[src/rtl/mctx_pkg.sv]
// Shared types and defaults for the multi-context queue scheduler slice.
package mctx_pkg;
  localparam int MCTX_NCTX        = 16;
  localparam int MCTX_WIDTH       = 16;
  localparam int MCTX_CRDW        = 4;
  localparam int MCTX_CREDIT_INIT = 8;
  localparam int WRR_WW           = 4;

  typedef logic [$clog2(MCTX_NCTX)-1:0] ctx_idx_t;
  typedef logic [MCTX_CRDW-1:0]         credit_t;

  // Index width that stays legal for a single-context build.
  function automatic int ctx_idx_w(input int n);
    return (n > 1) ? $clog2(n) : 1;
  endfunction
endpackage

[src/rtl/mctx_deq_sched_if.sv]
// Queue read port, credit returns and output handshake of the dequeue scheduler.
// wrr_weight exists only when MCTX_SCHED_WRR_EN is defined.
interface mctx_deq_sched_if
  import mctx_pkg::*;
#(
  parameter int NCTX  = MCTX_NCTX,
  parameter int WIDTH = MCTX_WIDTH
);
  localparam int IW = ctx_idx_w(NCTX);

  logic [NCTX-1:0]  ctx_en;
  logic [NCTX-1:0]  q_empty;
  logic             q_get;
  logic [NCTX-1:0]  q_gctx;
  logic [WIDTH-1:0] q_dout;
  logic [NCTX-1:0]  cred_ret;
  logic             out_valid;
  logic             out_ready;
  logic [WIDTH-1:0] out_data;
  logic [IW-1:0]    out_ctx;
  logic             cred_err;
`ifdef MCTX_SCHED_WRR_EN
  logic [NCTX*WRR_WW-1:0] wrr_weight;

  modport master (
    input  ctx_en, q_empty, q_dout, cred_ret, out_ready, wrr_weight,
    output q_get, q_gctx, out_valid, out_data, out_ctx, cred_err
  );
  modport slave (
    output ctx_en, q_empty, q_dout, cred_ret, out_ready, wrr_weight,
    input  q_get, q_gctx, out_valid, out_data, out_ctx, cred_err
  );
`else
  modport master (
    input  ctx_en, q_empty, q_dout, cred_ret, out_ready,
    output q_get, q_gctx, out_valid, out_data, out_ctx, cred_err
  );
  modport slave (
    output ctx_en, q_empty, q_dout, cred_ret, out_ready,
    input  q_get, q_gctx, out_valid, out_data, out_ctx, cred_err
  );
`endif
endinterface

[src/rtl/mctx_rr_arb.sv]
// Combinational round-robin arbiter: first request at or above ptr, wrapping.
module mctx_rr_arb
  import mctx_pkg::*;
#(
  parameter int NCTX = MCTX_NCTX,
  parameter int IW   = ctx_idx_w(NCTX)
) (
  input  logic [NCTX-1:0] req,
  input  logic [IW-1:0]   ptr,
  output logic [NCTX-1:0] gnt,
  output logic [IW-1:0]   gnt_idx
);
  localparam int DW = 2 * NCTX;

  logic [DW-1:0] dbl, lo, msk;
  logic          found;

  // Upper copy of req covers the wrap; masking the lower copy below ptr
  // makes the lowest set bit the round-robin winner.
  always_comb begin
    dbl     = {req, req};
    lo      = (DW'(1) << ptr) - DW'(1);
    msk     = dbl & ~lo;
    found   = 1'b0;
    gnt_idx = '0;
    for (int j = 0; j < DW; j++) begin
      if (msk[j] && !found) begin
        found   = 1'b1;
        gnt_idx = (j >= NCTX) ? IW'(j - NCTX) : IW'(j);
      end
    end
    gnt = found ? (NCTX'(1) << gnt_idx) : '0;
  end
endmodule

[src/rtl/mctx_deq_sched.sv]
// Credit-gated round-robin dequeue scheduler with a one-entry output register.
// Define MCTX_SCHED_WRR_EN for weighted round-robin bursts.
module mctx_deq_sched
  import mctx_pkg::*;
#(
  parameter int NCTX        = MCTX_NCTX,
  parameter int WIDTH       = MCTX_WIDTH,
  parameter int CRDW        = MCTX_CRDW,
  parameter int CREDIT_INIT = MCTX_CREDIT_INIT
) (
  input logic              clk,
  input logic              rst,
  mctx_deq_sched_if.master bus
);
  localparam int IW = ctx_idx_w(NCTX);

  logic [NCTX-1:0]           elig, gnt, cred_nz, ovf;
  logic [IW-1:0]             win, rr_ptr;
  logic                      issue;
  logic [NCTX-1:0][CRDW-1:0] credit, credit_nxt;
  logic                      out_valid_q;
  logic [WIDTH-1:0]          out_data_q;
  logic [IW-1:0]             out_ctx_q;
  logic                      cred_err_q;

  function automatic logic [IW-1:0] ptr_inc(input logic [IW-1:0] p);
    return (p == IW'(NCTX - 1)) ? '0 : p + 1'b1;
  endfunction

  assign elig  = bus.ctx_en & ~bus.q_empty & cred_nz;
  assign issue = ~rst & (|elig) & (~out_valid_q | bus.out_ready);

  mctx_rr_arb #(.NCTX(NCTX), .IW(IW)) u_arb (
    .req     (elig),
    .ptr     (rr_ptr),
    .gnt     (gnt),
    .gnt_idx (win)
  );

  assign bus.q_get     = issue;
  assign bus.q_gctx    = issue ? gnt : '0;
  assign bus.out_valid = out_valid_q;
  assign bus.out_data  = out_data_q;
  assign bus.out_ctx   = out_ctx_q;
  assign bus.cred_err  = cred_err_q;

  // Issue and return in the same cycle cancel; an over-return is dropped and flagged.
  always_comb begin
    credit_nxt = credit;
    cred_nz    = '0;
    ovf        = '0;
    for (int i = 0; i < NCTX; i++) begin
      cred_nz[i] = |credit[i];
      if (issue && gnt[i] && !bus.cred_ret[i])
        credit_nxt[i] = credit[i] - 1'b1;
      else if (bus.cred_ret[i] && !(issue && gnt[i])) begin
        if (credit[i] == CRDW'(CREDIT_INIT)) ovf[i] = 1'b1;
        else                                 credit_nxt[i] = credit[i] + 1'b1;
      end
    end
  end

  always_ff @(posedge clk) begin
    if (rst) begin
      for (int i = 0; i < NCTX; i++) credit[i] <= CRDW'(CREDIT_INIT);
      cred_err_q <= 1'b0;
    end else begin
      credit     <= credit_nxt;
      cred_err_q <= cred_err_q | (|ovf);
    end
  end

  always_ff @(posedge clk) begin
    if (rst) begin
      out_valid_q <= 1'b0;
      out_data_q  <= '0;
      out_ctx_q   <= '0;
    end else if (issue) begin
      out_valid_q <= 1'b1;
      out_data_q  <= bus.q_dout;
      out_ctx_q   <= win;
    end else if (bus.out_ready) begin
      out_valid_q <= 1'b0;
    end
  end

`ifdef MCTX_SCHED_WRR_EN
  logic [WRR_WW-1:0] bcnt, wt;
  logic [WRR_WW:0]   bnext;

  // The burst only continues if the winner is the context parked at rr_ptr.
  always_comb begin
    wt = bus.wrr_weight[int'(win)*WRR_WW +: WRR_WW];
    if (wt == '0) wt = WRR_WW'(1);
    bnext = ((win == rr_ptr) ? {1'b0, bcnt} : '0) + 1'b1;
  end

  always_ff @(posedge clk) begin
    if (rst) begin
      rr_ptr <= '0;
      bcnt   <= '0;
    end else if (issue) begin
      if (bnext >= {1'b0, wt}) begin
        rr_ptr <= ptr_inc(win);
        bcnt   <= '0;
      end else begin
        rr_ptr <= win;
        bcnt   <= bnext[WRR_WW-1:0];
      end
    end else if (bcnt != '0 && !elig[rr_ptr]) begin
      rr_ptr <= ptr_inc(rr_ptr);
      bcnt   <= '0;
    end
  end
`else
  always_ff @(posedge clk) begin
    if (rst)        rr_ptr <= '0;
    else if (issue) rr_ptr <= ptr_inc(win);
  end
`endif
endmodule

[src/flat_wrapper.sv]
// flat-port wrapper written by rule: the top's interface ports become plain ports
module mctx_deq_sched_flat import mctx_pkg::*;
#(
  parameter int NCTX        = MCTX_NCTX,
  parameter int WIDTH       = MCTX_WIDTH,
  parameter int CRDW        = MCTX_CRDW,
  parameter int CREDIT_INIT = MCTX_CREDIT_INIT
)
  (clk, rst, bus_ctx_en, bus_q_empty, bus_q_dout, bus_cred_ret, bus_out_ready, bus_q_get, bus_q_gctx, bus_out_valid, bus_out_data, bus_out_ctx, bus_cred_err);
  mctx_deq_sched_if #(.NCTX(NCTX), .WIDTH(WIDTH)) bus_i ();
  input logic clk;
  input logic rst;
  input wire logic [$bits(bus_i.ctx_en)-1:0] bus_ctx_en;
  input wire logic [$bits(bus_i.q_empty)-1:0] bus_q_empty;
  input wire logic [$bits(bus_i.q_dout)-1:0] bus_q_dout;
  input wire logic [$bits(bus_i.cred_ret)-1:0] bus_cred_ret;
  input wire logic [$bits(bus_i.out_ready)-1:0] bus_out_ready;
  output wire logic [$bits(bus_i.q_get)-1:0] bus_q_get;
  output wire logic [$bits(bus_i.q_gctx)-1:0] bus_q_gctx;
  output wire logic [$bits(bus_i.out_valid)-1:0] bus_out_valid;
  output wire logic [$bits(bus_i.out_data)-1:0] bus_out_data;
  output wire logic [$bits(bus_i.out_ctx)-1:0] bus_out_ctx;
  output wire logic [$bits(bus_i.cred_err)-1:0] bus_cred_err;
  assign bus_i.ctx_en = bus_ctx_en;
  assign bus_i.q_empty = bus_q_empty;
  assign bus_i.q_dout = bus_q_dout;
  assign bus_i.cred_ret = bus_cred_ret;
  assign bus_i.out_ready = bus_out_ready;
  assign bus_q_get = bus_i.q_get;
  assign bus_q_gctx = bus_i.q_gctx;
  assign bus_out_valid = bus_i.out_valid;
  assign bus_out_data = bus_i.out_data;
  assign bus_out_ctx = bus_i.out_ctx;
  assign bus_cred_err = bus_i.cred_err;
  mctx_deq_sched #(.NCTX(NCTX), .WIDTH(WIDTH), .CRDW(CRDW), .CREDIT_INIT(CREDIT_INIT)) u_core (.clk(clk), .rst(rst), .bus(bus_i));
endmodule
[config.mk]
export PLATFORM = sky130hd
export DESIGN_NAME = mctx_deq_sched_flat
export DESIGN_NICKNAME = d
export VERILOG_FILES = /design/src/rtl/mctx_pkg.sv /design/src/rtl/mctx_deq_sched_if.sv /design/src/rtl/mctx_rr_arb.sv /design/src/rtl/mctx_deq_sched.sv /design/src/flat_wrapper.sv
export SDC_FILE = /design/constraint.sdc
export NUM_CORES = 1
export LEC_CHECK = 0
export BUFFER_PORTS_ARGS = -buffer_cell sky130_fd_sc_hd__buf_4
export CAP_MARGIN = 20
export CORE_MARGIN = 2
export CORE_UTILIZATION = 45
export CTS_BUF_LIST = sky130_fd_sc_hd__clkbuf_2 sky130_fd_sc_hd__clkbuf_4 sky130_fd_sc_hd__clkbuf_8
export CTS_CLUSTER_DIAMETER = 100
export DETAILED_ROUTE_END_ITERATION = 10
export PLACE_DENSITY = 0.64
export SKIP_CTS_REPAIR_TIMING = 1
export SYNTH_ARGS = -nofsm -noshare
export SYNTH_HDL_FRONTEND = slang
export SYNTH_SLANG_ARGS = --single-unit
[constraint.sdc]
create_clock -name clk -period 5 [get_ports clk]
set_clock_uncertainty 0.2 [all_clocks]
set_input_delay 0 -clock clk [delete_from_list [all_inputs] [get_ports clk]]
set_output_delay 0 -clock clk [all_outputs]
set_load 0.05 [all_outputs]
==> Word-level counts from Yosys, hierarchy flattened <==
Cells that the tools add are included.
{ "totals": {"in_bits": 67, "wordCells": 458, "output_inout_bits": 39, "regBits": 90} }
{ "op_classes": {"shifts": 2, "n_eq_ne": 33, "n_mux": 164, "n_bitwise": 11, "n_addsub": 34, "n_reduce_logical": 193} }
{ "ops": {"columns": ["operator", "n"], "rows": [
  ["4-bit 2-to-1 mux", 79],
  ["1-bit 2-to-1 mux", 83],
  ["1-bit logical AND", 79],
  ["4-bit by 1-bit adder with 4-bit output (second input constant)", 17],
  ["4-bit == test (second input constant)", 17],
  ["4-bit OR reduction", 16],
  ["4-bit by 1-bit subtractor with 4-bit output (second input constant)", 16],
  ["1-bit zero test", 63],
  ["2-bit nonzero test", 17],
  ["16-bit bitwise AND", 2],
  ["32-bit bitwise AND", 1],
  ["16-bit 2-to-1 mux", 2],
  ["2-bit by 1-bit != test with 1-bit output (second input constant)", 16],
  ["32-bit NOT", 1],
  ["2-bit AND reduction", 16],
  ["16-bit OR reduction", 2],
  ["1-bit by 4-bit left shift with 32-bit output (first input constant)", 1],
  ["32-bit by 2-bit subtractor with 32-bit output (second input constant)", 1],
  ["16-bit NOT", 1],
  ["1-bit by 4-bit left shift with 16-bit output (first input constant)", 1],
  ["1-bit bitwise AND", 2],
  ["1-bit NOT", 2],
  ["1-bit bitwise OR", 2]
]} }

==> Depth between registers and ports, before layout <==
Gate-level depths: netlist (run 1).
{ "logic_depth": {"depth_word": 107, "mapped_depth": 23, "ltp_nobuf": 20} }

==> Modules after synthesis <==
From an unflattened synthesis (run 1), not the netlist that was laid out.
{ "hier_totals": {"hier_cells": 844, "area_unflattened_um2": 6969.2} }
{ "modules_own_cells": {"columns": ["module", "n_inst", "area_per_inst_um2", "seq_area_each_um2", "cells_each"], "rows": [
  ["mctx_deq_sched", 1, 5911.9, 1801.7, 674],
  ["mctx_rr_arb", 1, 1057.3, 0.0, 170]
]} }

==> Worst setup path before layout (run 1) <==
No wires, ideal clock.
{ "synth_timing": {"path_type": "flip-flop to flip-flop", "start": "reg u_core.rr_ptr[3]", "end": "reg u_core.credit[15] in the netlist's numbering", "setup_slack_ns": -0.188, "setup_time_ns": 0.132, "required_time_ns": 4.668, "path_stages_with_launch": 24, "synth_period_minus_slack_ns": 5.188, "t_arrival_ns": 4.856, "n_path_buf": 4, "cell_sequence": "dfxtp_1 > buf_6 > clkbuf_1 > nand3b_1 > ha_1 > buf_2 > or4b_1 > buf_2 > a32oi_1 > o221ai_2 > a2111oi_0 > o311ai_0 > o211ai_1 > ha_1 > ha_1 > nand2_1 > inv_1 > ha_1 > ha_1 > a21o_1 > a21oi_1 > xnor2_1 > and3_1 > o21ai_0"} }
{ "synth_via": {"elab_chain_cells": 105, "word_cells_on_any_way": 139, "classes_between": "add/sub: 1; eq/ne: 1; shift: 2; mux: 65; bitwise: 2; reduce/logical: 68"} }
{ "synth_lines": {"columns": ["element", "line", "text"], "rows": [
  ["from (decl)", "mctx_deq_sched.sv:18", "logic [IW-1:0] win, rr_ptr;"],
  ["from (signal assigned)", "mctx_deq_sched.sv:118", "else if (issue) rr_ptr <= ptr_inc(win);"],
  ["1-bit by 4-bit left shift with 32-bit output (*)", "mctx_rr_arb.sv:22", "lo = (DW'(1) << ptr) - DW'(1);"],
  ["32-bit by 2-bit subtractor with 32-bit output (*)", "mctx_rr_arb.sv:22", null],
  ["32-bit NOT (*)", "mctx_rr_arb.sv:23", "msk = dbl & ~lo;"],
  ["32-bit bitwise AND (*)", "mctx_rr_arb.sv:23", null],
  ["1-bit 2-to-1 mux", "mctx_rr_arb.sv:27", "if (msk[j] && !found) begin"],
  ["1-bit zero test", "mctx_rr_arb.sv:27", null],
  ["1-bit logical AND", "mctx_rr_arb.sv:27", null],
  ["1-bit 2-to-1 mux", "mctx_rr_arb.sv:27", null],
  ["[... 90 more ...]", null, null],
  ["net u_core.u_arb.gnt_idx[0]", "mctx_rr_arb.sv:11", "output logic [IW-1:0] gnt_idx"],
  ["1-bit by 4-bit left shift with 16-bit output (*)", "mctx_rr_arb.sv:32", "gnt = found ? (NCTX'(1) << gnt_idx) : '0;"],
  ["16-bit 2-to-1 mux (*)", "mctx_rr_arb.sv:32", null],
  ["1-bit logical AND (*)", "mctx_deq_sched.sv:54, mctx_deq_sched.sv:56", null],
  ["1-bit zero test", "mctx_deq_sched.sv:56", "else if (bus.cred_ret[i] && !(issue && gnt[i])) begin"],
  ["1-bit logical AND", "mctx_deq_sched.sv:56", null],
  ["2-bit nonzero test (no line)", null, null],
  ["2-bit AND reduction (no line)", null, null],
  ["to (signal assigned)", "mctx_deq_sched.sv:68", "credit <= credit_nxt;"],
  ["to (decl)", "mctx_deq_sched.sv:20", "logic [NCTX-1:0][CRDW-1:0] credit, credit_nxt;"]
]} }
Mark *: on every way through the listed nets, which the timed path passes. The rest lies on a longest branch.
A chain may end at the register's enable or synchronous reset.

==> Worst setup path in the final report (run 1) <==
{ "layout_timing": {"start": "reg u_core.rr_ptr[1]", "end": "reg u_core.credit[15] in the netlist's numbering"} }
Same word-level chain as after synthesis.

==> flow_summary.json, run 1 <==
{
  "yosys.area_share.xor_xnor_pct": 6.68,
  "drtPass1Iterations": 5,
  "cp.required_ns": 5.04,
  "gp_congestion": 0.947,
  "ys_top_cells_by_area": "dfxtp_1 (27%), ha_1 (14%), xnor2_1 (6.1%), nand2_1 (5.2%), fa_1 (4.9%)",
  "synth_top_area_share_pct": 27.5,
  "grt_max_degree": 55,
  "fin_crit_ns": 4.87,
  "syn-mean-instance-area_um2": 8.27,
  "synth_top_family_by_area": "simple AND/OR/NAND/NOR gates",
  "register_area_mm2": 0.00180,
  "ys_ff_latch": 90,
  "grt_pass1_wl_um": 30500,
  "ant_nets": 0,
  "fill_cells": 1318,
  "synth_area_mm2": 0.00655,
  "whs_ns": 0.0289,
  "clockRootBuffer": "clkbuf_8",
  "io_pins": 106,
  "grtUsageMet1_pct": 30.6,
  "criticalPathCategory": "reg2reg",
  "worstMarginPinSlew_ns": 0.754,
  "wl_um": 19400,
  "syn_to_final_growth_pct": 28.1,
  "die_area_mm2": 0.0155,
  "row_count": 44,
  "htree_levels": 3,
  "layout-drive-gt1-share_pct": 21.1,
  "cp_max_fo": 9,
  "gr-total-overflow": 0,
  "max_cap_violations": 0,
  "synth_top_area_cell": "dfxtp_1",
  "clk_latency_ns": 0.39,
  "placed_cell_area_mm2": 0.00769,
  "power_density_mw_per_mm2": 400,
  "hpwl_um": 14500,
  "yosysWarnings": 0,
  "peakVddDrop_mv": 0.220,
  "drtIter0Drc": 425,
  "max_freq_mhz": 205,
  "cp-end-kind": "flop",
  "cp-start-kind": "flop",
  "setup_violations": 0,
  "multi_input_area_mm2": 0.00462,
  "drv_slew": 0,
  "grt_use_met2_pct": 40.1,
  "cts_buffers": 9,
  "whs_path_depth": 3,
  "start_util_pct": 45.6,
  "synth-seq-area-share_pct": 27.5,
  "post-route-cell-area_mm2": 0.00840,
  "cts_tree": "built",
  "drc": 0,
  "status": "completed",
  "cts_sinks": 90,
  "power_leakage_nw": 3.94,
  "synth_edf_count": 0,
  "final.setup.worst_slack_ns": 0.127,
  "grt_util_met3_pct": 4.51,
  "synthSimpleGateAreaFrac_pct": 25.7,
  "grt_pass1_vias": 6159,
  "cp.arrival_ns": 4.92,
  "synth_ff_type": "dfxtp_1",
  "grt_usage_pct": 24.0,
  "syn_inst": 792,
  "synth.area.mux_share_pct": 0,
  "clock_path_buffers": 2,
  "dr_total_vias": 6485,
  "slew-limit-headroom_pct": 49.7,
  "period_share_pct": 97.5,
  "synthAdderAreaFrac_pct": 18.6,
  "antenna_found_initial": 0,
  "path_clk_slew_ns": 0.10,
  "die_width_um": 125,
  "busiest_layer": "met2",
  "nNetsFinal": 1103,
  "synthDistinctLibCells": 63,
  "synthArstFlopShare_pct": 0,
  "tns_ns": 0,
  "rsz0062_at_grt": "true",
  "synth_nets": 947,
  "diodes": 0,
  "min_path_type": "in2reg",
  "pre_cts_ws_ns": -0.119,
  "synth_top_cells_by_count": "dfxtp_1 (90), nand2_1 (90), ha_1 (72)",
  "wl_per_cell_um": 17.0,
  "die_h_um": 125,
  "hold_viol_final": 0,
  "final_core_util_pct": 58.4,
  "viasPerCell": 5.70,
  "ff2ff_path_depth": 21,
  "port_buffers": 105,
  "synth-compound-area-share_pct": 17.7,
  "coreArea_mm2": 0.0144
}
per-layer routing:
layer	vias up	routed length [um]
met2	184	9470
met5	-	0
met4	0	612
li1	3154	-
met1	3102	8360
met3	45	934
sequential cells by signal, indices dropped and copies added, names as in the netlist:
signal and cells:
u_core.bus.out_ctx 4, u_core.credit 64, u_core.rr_ptr 4, u_core.bus.out_valid 1, u_core.bus.cred_err 1, u_core.bus.out_data 16
cell families after synthesis:
| group | Yosys count |
|---|---|
| compound gates | 172 |
| xor+xnor | 50 |
| fa+ha+maj | 88 |
| buf+inv | 62 |
| flops | 90 |
| simple gates | 330 |
final cells by class:
type	instances	area share (%)
Clock inverter	4	0.879
Tap cell	184	2.74
Clock buffer	12	1.89
Timing Repair Buffer	168	16.0
Multi-Input combinational cell	640	55.0
Inverter	39	1.95
Sequential cell	90	21.5
path summary, 6_finish.rpt:
| check | startpoint | endpoint | slack (ns) |
|---|---|---|---|
| setup / recovery | u_core.rr_ptr[1] | u_core.credit[15] | 0.13 |
| hold / removal | rst | u_core.credit[20] | 0.03 |
| setup reg to reg | u_core.rr_ptr[1] | u_core.credit[15] | 0.13 |
| hold reg to reg | u_core.bus.out_data[0] | u_core.bus.out_data[0] | 0.27 |
cell usage in the layout, fill, tap and decap left out, drive strengths merged, types with 3 or more instances in the layout:
cell type	synthesis	final
clkbuf	19	12
a21oi	57	57
nor4	19	19
nor2	67	67
dlygate4sd3	0	33
and3	32	32
o211ai	3	3
nor4b	3	3
clkinvlp	0	4
or2	4	4
nand2b	12	12
a2111oi	4	4
clkinv	1	3
a222oi	4	4
nor3	7	7
a22oi	16	16
dfxtp	90	90
nor2b	19	19
a31oi	4	4
nor3b	3	3
nand2	90	90
inv	38	34
ha	72	72
o21ai	24	24
nand3b	3	3
xnor2	46	46
xor2	4	4
nand4	7	7
a211oi	15	15
a32oi	5	5
fa	16	16
nand3	29	29
and2	16	16
buf	4	135
or4	16	16
a21o	19	19
report_power, final:
group	leakage, nW	internal (mW)	switching, mW
Combinational	3.08	0.732	1.03
Clock	0.120	0.315	0.280
Sequential	0.735	0.846	0.151
stage by stage:
| stage | std cells | power (mW) |
|---|---|---|
| finish | 1137 | 3.36 |
| CTS | 1100 | 3.25 |
| detailed placement | 1084 | 2.65 |
| global placement | 1084 | 2.61 |
| floorplan | 792 | 2.15 |
| global route | 1137 | 3.59 |
critical path: stages (launching register included):
cell	delay, ns
dfxtp_1	0.34
nor2_4	0.15
nand3b_1	0.10
ha_1	0.22
buf_4	0.17
and2_1	0.18
a221o_1	0.34
o221ai_2	0.30
nor3b_2	0.11
and2_1	0.19
a221o_1	0.41
ha_2	0.25
ha_1	0.22
nand2_2	0.12
clkinvlp_4	0.12
ha_1	0.24
ha_1	0.29
a21o_1	0.20
a21oi_2	0.16
xnor2_1	0.15
and3_1	0.19
o21ai_0	0.08
Power figures use the tool's default switching activity.
==> run 2, diff against run 1 <==
Settings changed: ABC_AREA set to 1, CORE_MARGIN 2 to 3, CORE_UTILIZATION 45 to 54, PLACE_DENSITY 0.64 to 0.75.
==> run 2 against run 1 <==
  * The flow now finishes with violations (setup timing)
  * Sequential power increased by 15%
  * Maximum frequency decreased by 9.4%
  * Combinational power increased by 53%
  * Area after synthesis increased by 5.3%
  * Hold slack improved by 0.0026 ns
  * Synthesized cell count increased by 21%
  * Cell count increased by 24%
  * Clock power decreased by 12%
  * Critical endpoint is now u_core.credit[55]
  * Largest cell class unchanged
==> flow_summary.json, run 2 <==
{
  "status": "finished, violations left",
  "violations": "setup timing",
  "clock_path_buffers": 2,
  "synth-seq-area-share_pct": 26.1,
  "cp-end-kind": "flop",
  "grt_usage_pct": 25.7,
  "cts_buffers": 9,
  "synth_top_cells_by_count": "inv_1 (163), nor2_1 (104), nand2_1 (101)",
  "final.setup.worst_slack_ns": -0.381,
  "cp.arrival_ns": 5.46,
  "pre_cts_ws_ns": -0.172,
  "wl_um": 21000,
  "antenna_found_initial": 0,
  "diodes": 0,
  "max_stage_delay_ns": 0.35,
  "syn_to_final_growth_pct": 50.4,
  "htree_levels": 3,
  "gr-total-overflow": 0,
  "synth.most_common_cell": "inv_1",
  "setup_violations": 36,
  "period_share_pct": 108,
  "drc": 0,
  "synthDistinctLibCells": 45,
  "die_area_mm2": 0.0142,
  "synth_nets": 1117,
  "coreArea_mm2": 0.0123,
  "die_width_um": 119,
  "critPathTopFamily": "simple AND/OR/NAND/NOR gates",
  "wl_per_cell_um": 14.9,
  "die_h_um": 119,
  "ys_top_cells_by_area": "dfxtp_1 (26%), ha_1 (13%), inv_1 (8.9%), o21ai_0 (6.3%), nor2_1 (5.7%)",
  "hold_viol_final": 0,
  "fill_cells": 738,
  "synth_top_area_share_pct": 26.1,
  "min_path_type": "in2reg",
  "design_power_total_mw": 4.38,
  "drv_slew": 0,
  "synth_area_mm2": 0.00690,
  "start_util_pct": 56.3,
  "max_freq_mhz": 186,
  "port_buffers": 105,
  "syn-mean-instance-area_um2": 7.18,
  "cp-start-kind": "flop",
  "max_cap_violations": 0,
  "clockRootBuffer": "clkbuf_8",
  "criticalPathCategory": "reg2reg",
  "fin_crit_ns": 5.38,
  "peakVddDrop_mv": 0.300,
  "clk_latency_ns": 0.38,
  "ant_nets": 0,
  "worst_path_max_delay_cell": "dfxtp_2",
  "drtIter0Drc": 482,
  "slew-limit-headroom_pct": 49.4,
  "cp_max_fo": 4,
  "drtPass1Iterations": 6,
  "largest_register_ffs": 64,
  "power_leakage_nw": 5.15,
  "syn_inst": 962,
  "layout_commonest_cell": "buf_4",
  "critical_path.most_common_cell": "nand4_1",
  "path_clk_slew_ns": 0.09,
  "cp.required_ns": 5.08,
  "cts_tree": "built",
  "gp_congestion": 0.987,
  "grt_pass1_wl_um": 30200,
  "nNetsFinal": 1394,
  "grt_pass1_vias": 6646,
  "synth_edf_count": 0,
  "crit_buf_inv": 4,
  "synth_top_area_cell": "dfxtp_1",
  "regMostFlops": "u_core.credit",
  "layout-drive-gt1-share_pct": 37.4,
  "viasPerCell": 5.22,
  "grt_max_degree": 54,
  "row_count": 40,
  "multi_input_area_mm2": 0.00516,
  "worstMarginPinSlew_ns": 0.758,
  "power_density_mw_per_mm2": 422,
  "synth_ff_type": "dfxtp_1",
  "hpwl_um": 14500,
  "rsz0062_at_grt": "true",
  "cts_sinks": 90,
  "synthArstFlopShare_pct": 0,
  "layout_common_cells": "buf_4 (229), inv_1 (145), nand2_1 (99)",
  "yosysWarnings": 0,
  "dr_total_vias": 7363,
  "register_area_mm2": 0.00181,
  "io_pins": 106,
  "ys_ff_latch": 90
}
==> run 2: cell count changes after synthesis, sizes merged, moves of 15 or more <==
| cell | before | now |
|---|---|---|
| nand4 | 7 | 26 |
| xnor2 | 46 | 2 |
| a22oi | 16 | 0 |
| and2 | 16 | 0 |
| and3 | 32 | 7 |
| xor2 | 4 | 19 |
| nor4 | 19 | 4 |
| or4 | 16 | 0 |
| o21ai | 24 | 88 |
| inv | 38 | 190 |
| nor2 | 67 | 141 |
| a21oi | 57 | 75 |
| nor2b | 19 | 0 |
| nand2 | 90 | 108 |
==> run 2: where the power goes <==
group	internal, mW	switching [mW]	leakage, nW
clock network	0.259	0.267	0.100
logic	1.15	1.55	4.31
registers	0.923	0.227	0.742
==> run 2: logic make-up (layout without fill, tap and decap cells) <==
| kind of cell | count (synthesis) | in the layout | synth area share (%) |
|---|---|---|---|
| buffers and inverters | 206 | 487 | 11.4 |
| DFF | 90 | 90 | 26.1 |
| AOI/OAI and AO/OA | 215 | 215 | 17.9 |
| adders and majority gates | 88 | 88 | 17.7 |
| and+or+nand+nor | 342 | 342 | 24.2 |
| xor gates and xnor gates | 21 | 21 | 2.66 |
==> run 2: path summary, 6_finish.rpt <==
path / depth (start not counted) / slack [ns] / start / endpoint
max: 34 / -0.38 / u_core.rr_ptr[1] / u_core.credit[55]
min: 7 / 0.03 / bus_cred_ret[15] / u_core.credit[63]
max reg2reg: 34 / -0.38 / u_core.rr_ptr[1] / u_core.credit[55]
min reg2reg: 2 / 0.27 / u_core.bus.out_data[7] / u_core.bus.out_data[7]
==> run 2: layout make-up <==
| cell class | instances | share of cell area [%] |
|---|---|---|
| sequential | 90 | 17.4 |
| timing repair buffer | 280 | 21.8 |
| tap | 168 | 2.03 |
| multi-input combinational | 666 | 49.7 |
| inverter | 192 | 7.16 |
| clock inverter | 2 | 0.362 |
| clock buffer | 13 | 1.54 |
==> run 2: worst min-delay path: stages <==
cell,delay (ns)
buf_4,0.10
ha_4,0.13
nor2_4,0.03
o21ai_2,0.05
a21oi_2,0.04
o21ai_1,0.13
a21o_1,0.10
==> run 2: metal layers <==
layer  share of wire (%)  wire (um)  track usage (%)  up-vias
li1                    -          -                -     3692
met2                  50      10600             42.4      215
met3                 5.1       1070             5.75       32
met4                 2.5        515             9.12        0
met5                   0          0                0        -
met1                  42       8830             33.0     3424
==> run 2: through the flow <==
step	instance area [um^2]	utilization [%]	setup TNS, ns	std cells	hold slack, ns
finish	10400	84.7	-5.73	1411	0.0315
global route	10400	84.7	-30.97	1411	0.0543
CTS	9300	75.9	-2.31	1345	-0.403
detailed placement	9110	74.3	-1.59	1330	-0.00328
global placement	9110	74.3	0	1330	-0.00494
floorplan	7330	-	-0.724	962	-0.0887
